**config.mk**
```make
export PLATFORM = sky130hd
export DESIGN_NAME = uart_cmd_ctrl
export DESIGN_NICKNAME = d
export VERILOG_FILES = /design/src/rtl/uart_cmd_pkg.sv /design/src/rtl/uart_cmd_tmr.sv /design/src/rtl/uart_cmd_ctrl.sv
export SDC_FILE = /design/constraint.sdc
export NUM_CORES = 1
export LEC_CHECK = 0
export ABC_CLOCK_PERIOD_IN_PS = 3000
export BUFFER_PORTS_ARGS = -buffer_cell sky130_fd_sc_hd__buf_2
export CAP_MARGIN = 20
export CORE_MARGIN = 1
export CORE_UTILIZATION = 45
export DETAILED_ROUTE_END_ITERATION = 8
export HOLD_SLACK_MARGIN = 0.08
export PLACE_DENSITY = 0.67
export SLEW_MARGIN = 20
export SYNTH_ARGS = -nofsm -noshare
export SYNTH_HDL_FRONTEND = slang
export SYNTH_SLANG_ARGS = --single-unit
```
**constraint.sdc**
```tcl
create_clock -name clk -period 3 [get_ports clk]
set_clock_uncertainty 0.1 [all_clocks]
set_input_delay 0.45 -clock clk [delete_from_list [all_inputs] [get_ports clk]]
set_output_delay 0.45 -clock clk [all_outputs]
set_load 0.02 [all_outputs]
```
**src/rtl/uart_cmd_pkg.sv**
```systemverilog
// Shared types and helpers for the UART command sequencer.
// The checksum helper is only used when UART_CMD_CHKSUM_EN is defined.
package uart_cmd_pkg;

  localparam int unsigned BYTE_W = 8;

  typedef enum logic [1:0] {
    IDLE,
    CAPT,
    CHK,
    DONE
  } state_t;

  function automatic logic [BYTE_W-1:0] chksum8(input logic [BYTE_W-1:0] acc,
                                                input logic [BYTE_W-1:0] b);
    return acc + b;
  endfunction

endpackage

```
**src/rtl/uart_cmd_tmr.sv**
```systemverilog
// Inter-byte timeout counter: counts enabled cycles since the last clear and
// flags expiry once TIMEOUT_CYC-1 is reached; saturates there instead of wrapping.
module uart_cmd_tmr #(
  parameter int unsigned TIMEOUT_CYC = 50000
) (
  input  logic clk,
  input  logic rst_n,
  input  logic clr,
  input  logic en,
  output logic expired
);

  localparam int unsigned TW = $clog2(TIMEOUT_CYC);
  localparam logic [TW-1:0] LAST = TW'(TIMEOUT_CYC - 1);

  logic [TW-1:0] cnt_q;

  always_ff @(posedge clk or negedge rst_n) begin
    if (!rst_n) begin
      cnt_q <= '0;
    end else if (clr) begin
      cnt_q <= '0;
    end else if (en && (cnt_q != LAST)) begin
      cnt_q <= cnt_q + 1'b1;
    end
  end

  assign expired = (cnt_q == LAST);

endmodule

```
**src/rtl/uart_cmd_ctrl.sv**
```systemverilog
// UART command sequencer: opcode + NUM_DATA_BYTES payload, cmd_rdy handshake, inter-byte timeout.
// Define UART_CMD_CHKSUM_EN to require a trailing mod-256 checksum byte.
module uart_cmd_ctrl
  import uart_cmd_pkg::*;
#(
  parameter int unsigned NUM_DATA_BYTES = 2,
  parameter int unsigned TIMEOUT_CYC    = 50000
) (
  input  logic                             clk,
  input  logic                             rst_n,
  input  logic                             rx_rdy,
  input  logic [BYTE_W-1:0]                rx_data,
  output logic                             rx_rdy_clr,
  input  logic                             clr_cmd_rdy,
  output logic [BYTE_W-1:0]                cmd,
  output logic [BYTE_W*NUM_DATA_BYTES-1:0] data,
  output logic                             cmd_rdy,
  output logic                             cmd_err
);

  localparam int unsigned DATA_W = BYTE_W * NUM_DATA_BYTES;
  localparam int unsigned IDX_W  = (NUM_DATA_BYTES > 1) ? $clog2(NUM_DATA_BYTES) : 1;
  localparam logic [IDX_W-1:0] LAST_IDX = IDX_W'(NUM_DATA_BYTES - 1);

  state_t            state_q, state_d;
  logic [IDX_W-1:0]  idx_q, idx_d;
  logic [BYTE_W-1:0] cmd_q, cmd_d;
  logic [DATA_W-1:0] data_q, data_d;
  logic              cmd_rdy_q, cmd_rdy_d;
  logic              cmd_err_q, cmd_err_d;
  logic              tmr_en;
  logic              tmr_expired;

  // The timer only runs while a command is partially assembled.
  assign tmr_en = (state_q == CAPT) || (state_q == CHK);

  uart_cmd_tmr #(
    .TIMEOUT_CYC(TIMEOUT_CYC)
  ) u_tmr (
    .clk    (clk),
    .rst_n  (rst_n),
    .clr    (rx_rdy_clr || !tmr_en),
    .en     (tmr_en),
    .expired(tmr_expired)
  );

`ifdef UART_CMD_CHKSUM_EN
  logic [BYTE_W-1:0] sum;

  always_comb begin
    sum = cmd_q;
    for (int i = 0; i < int'(NUM_DATA_BYTES); i++) begin
      sum = chksum8(sum, data_q[BYTE_W*i +: BYTE_W]);
    end
  end
`endif

  always_comb begin
    state_d    = state_q;
    idx_d      = idx_q;
    cmd_d      = cmd_q;
    data_d     = data_q;
    cmd_rdy_d  = cmd_rdy_q;
    cmd_err_d  = 1'b0;
    // DONE is excluded so the receiver is stalled while a command is unread.
    rx_rdy_clr = rx_rdy && ((state_q == IDLE) || (state_q == CAPT) || (state_q == CHK));

    unique case (state_q)
      IDLE: begin
        if (rx_rdy) begin
          cmd_d   = rx_data;
          idx_d   = '0;
          state_d = CAPT;
        end
      end
      CAPT: begin
        if (rx_rdy) begin
          data_d[BYTE_W*(NUM_DATA_BYTES - 1 - 32'(idx_q)) +: BYTE_W] = rx_data;
          idx_d = idx_q + 1'b1;
          if (idx_q == LAST_IDX) begin
            idx_d = '0;
`ifdef UART_CMD_CHKSUM_EN
            state_d = CHK;
`else
            state_d   = DONE;
            cmd_rdy_d = 1'b1;
`endif
          end
        end else if (tmr_expired) begin
          cmd_err_d = 1'b1;
          idx_d     = '0;
          state_d   = IDLE;
        end
      end
`ifdef UART_CMD_CHKSUM_EN
      CHK: begin
        if (rx_rdy) begin
          if (rx_data == sum) begin
            state_d   = DONE;
            cmd_rdy_d = 1'b1;
          end else begin
            cmd_err_d = 1'b1;
            state_d   = IDLE;
          end
        end else if (tmr_expired) begin
          cmd_err_d = 1'b1;
          state_d   = IDLE;
        end
      end
`endif
      DONE: begin
        if (clr_cmd_rdy) begin
          cmd_rdy_d = 1'b0;
          state_d   = IDLE;
        end
      end
      default: begin
        state_d = IDLE;
      end
    endcase
  end

  always_ff @(posedge clk or negedge rst_n) begin
    if (!rst_n) begin
      state_q   <= IDLE;
      idx_q     <= '0;
      cmd_q     <= '0;
      data_q    <= '0;
      cmd_rdy_q <= 1'b0;
      cmd_err_q <= 1'b0;
    end else begin
      state_q   <= state_d;
      idx_q     <= idx_d;
      cmd_q     <= cmd_d;
      data_q    <= data_d;
      cmd_rdy_q <= cmd_rdy_d;
      cmd_err_q <= cmd_err_d;
    end
  end

  assign cmd     = cmd_q;
  assign data    = data_q;
  assign cmd_rdy = cmd_rdy_q;
  assign cmd_err = cmd_err_q;

endmodule

```
==> flow_summary.toml <==
[route]
drt_pre_antenna_iters = 4
wl_per_cell_um = 13.74
via_per_inst = 5.323
drt_drc_violations_left = 0
num_vias = 1432
drt_iter0_markers = 52
route.final.wire_length_um = 3695
route.antenna.remaining_nets = 0

[grt]
grt_use_total_pct = 16.13
maximum_number_of_pins_on_one_net_before_global_route_repair = 46
grt_pass1_wl_um = 6306
antenna_found_initial = 0
via_count_of_the_first_global_routing_pass = 1298
global_route.overflow_total = 0

[worst_setup_path]
crit_type = "reg -> reg"
regToRegSetupSlack_ps = 830
kind_of_start_point_of_the_critical_path = "flop"
worstPathMaxFanout = 11
timing.critical_path.to_type = "flop"
cp_data_arrival_time_ps = 2230
critPathRequiredTime_ps = 3060

[sta]
period_share_pct = 72.33
timing_max_transition_violations_final = 0
final.min_clock_period_ps = 2170
setup_viol = 0
fin_setup_tns_ps = 0
timing_worst_slew_pin_value_ps = 630.9
fmax_mhz = 460.9
unrepaired_setup_endpoints_after_global_routing = "no"
final_hold_viol_count = 0
slew_headroom_pct = 57.55

[clocking]
postCtsSetupRepairBufs = 0
clkLatencyLatePin_ps = 290
tritoncts = "built"
cts_root_buffer = "sky130_fd_sc_hd__clkbuf_8"
cts_max_level = 2
cts.reportedPaths.clkPinSlew_ps = 80
cts_sinks = 45
numCtsBuffers = 5
max-clock-path-buffers = 2
cts_repair_resize_count = 0
hold_buffers = 0

[logic_synthesis]
syn-cell-area_mm2 = 0.002069
synth_net_count = 195
yosysWarningCount = 0
count_of_unique_library_cells_instantiated_by_yosys = 33
avg_cell_area_syn_um2 = 11.63
postSynthRegisterBits = 45
count_of_mapped_cells_out_of_synthesis = 178
synth_seq_area_share_pct = 54.41

[floorplanning]
chipWidth_um = 69.82
initial_utilization_pct = 47.20
num_ports = 39
die-area_mm2 = 0.004874
rows = 24
core_mm2 = 0.004384
die_height_um = 69.82

[finish]
layout-drive-gt1-share_pct = 36.41
syn2layout_area_growth_pct = 15.72
antenna-diode-count = 0
mostFrequentLayoutCell = "sky130_fd_sc_hd__dfrtp_1"
post_layout_nonfiller_instances = 269
final.fill_count = 406
nets = 233
layout_common_cells = "sky130_fd_sc_hd__dfrtp_1, sky130_fd_sc_hd__buf_2, sky130_fd_sc_hd__mux2_2"

[min_path]
tightest_hold_check_type = "in -> async"

[pwr]
total_power_consumption_uw = 2206
p_per_area_mw_per_mm2 = 921.1
max-vdd-ir-drop_mv = 0.4868
power.leakage_uw = 0.001047

[run_status]
run_status = "finished clean"

[placed_design]
port-buffer-count = 38
globalplace.congestion = 0.8236
numPlacedInstances = 261
dp_hpwl_um = 2542

[run]
timing.max_cap.violations = 0
==> stage by stage <==
step | util [%] | cell area [um^2] | hold WS, ps | worst slack (ps)
global placement | 52.25 | 2291 | 382.9 | 959.4
CTS | 54.57 | 2392 | 259.7 | 831.9
detailed placement | 52.25 | 2291 | 387.5 | 848.8
finish | 54.62 | 2395 | 44.91 | 830.1
floorplan | - | 2069 | 54.41 | 1050
global route | 54.62 | 2395 | 91.25 | 603.6
==> sequential cells by signal (all words and copies together), names as in the netlist <==
| name | count |
|---|---|
| state_q | 2 |
| u_tmr.cnt_q | 16 |
| cmd | 8 |
| cmd_rdy | 1 |
| idx_q | 1 |
| cmd_err | 1 |
| data | 16 |
==> Yosys cell counts (all sizes together) <==
library cell / instances / area, um^2
dfrtp: 45 / 1126
mux2: 24 / 270.3
nor2: 15 / 58.81
o21ai: 11 / 62.56
nand3: 10 / 50.05
xnor2: 9 / 86.34
a21oi: 8 / 43.79
inv: 8 / 30.03
clkbuf: 6 / 22.52
ha: 5 / 62.56
nand2: 5 / 18.77
nor3: 4 / 20.02
nor4: 4 / 25.02
or3: 4 / 26.28
nand4: 3 / 18.77
nor2b: 3 / 18.77
a21boi: 2 / 15.01
nand2b: 2 / 12.51
a31oi: 1 / 6.260
and2: 1 / 6.260
buf: 1 / 11.26
mux2i: 1 / 10.01
nand3b: 1 / 7.510
nand4bb: 1 / 11.26
nor3b: 1 / 12.51
or4: 1 / 11.26
or4b: 1 / 13.76
or4bb: 1 / 11.26
==> cell families (layout without fill, tap and decap cells) <==
| logic type | count (synthesis) | after routing | share of synthesized area, % |
|---|---|---|---|
| multiplexers | 25 | 25 | 13.54 |
| flip-flops | 45 | 45 | 54.41 |
| AO/OA/AOI/OAI | 22 | 22 | 6.167 |
| AND/OR/NAND/NOR | 57 | 57 | 15.60 |
| adder cells (fa/ha/maj) | 5 | 5 | 3.023 |
| buffers and inverters | 15 | 54 | 3.083 |
| XOR/XNOR | 9 | 9 | 4.172 |
==> final timing paths <==
check                                from        endpoint  depth (start not counted)
setup / recovery           u_tmr.cnt_q[0]  u_tmr.cnt_q[1]                          5
setup reg to reg           u_tmr.cnt_q[0]  u_tmr.cnt_q[1]                          5
min in group clk               rx_data[3]          cmd[3]                          2
hold reg to reg                   data[7]         data[7]                          1
max in group asynchronous           rst_n          cmd[2]                          1
hold / removal                      rst_n  u_tmr.cnt_q[8]                          1
==> worst max-delay path, cell delays in order (launching register included) <==
cell	delay [ps]
sky130_fd_sc_hd__dfrtp_1	440
sky130_fd_sc_hd__ha_1	210
sky130_fd_sc_hd__nand3_1	270
sky130_fd_sc_hd__nor4_1	670
sky130_fd_sc_hd__mux2i_1	300
sky130_fd_sc_hd__nor2_2	40
==> per-layer routing <==
| metal | track usage, % | vias up | routed length, um |
|---|---|---|---|
| li1 | - | 696 | - |
| met1 | 24.28 | 707 | 1851 |
| met3 | 3.924 | 5 | 119 |
| met4 | 4.000 | 0 | 24 |
| met5 | 0 | - | 0 |
| met2 | 23.40 | 24 | 1699 |
==> layout make-up <==
| type | count | area [um^2] | area share [%] |
|---|---|---|---|
| clock inverter | 1 | 5.005 | 0.2090 |
| multi-input combinational | 118 | 879.6 | 36.73 |
| clock buffer | 7 | 96.34 | 4.023 |
| sequential | 45 | 1126 | 47.02 |
| inverter | 8 | 30.03 | 1.254 |
| timing repair buffer | 38 | 192.7 | 8.046 |
| tap | 52 | 65.06 | 2.717 |
==> power by group <==
part           total [uW]  internal, uW  leakage [uW]  switching [uW]
sequential            916           807      0.000568             110
clock                 408           208     0.0000542             199
combinational         882           364      0.000425             518
total                2210          1380       0.00105             827
(Power assumes the default switching activity.)
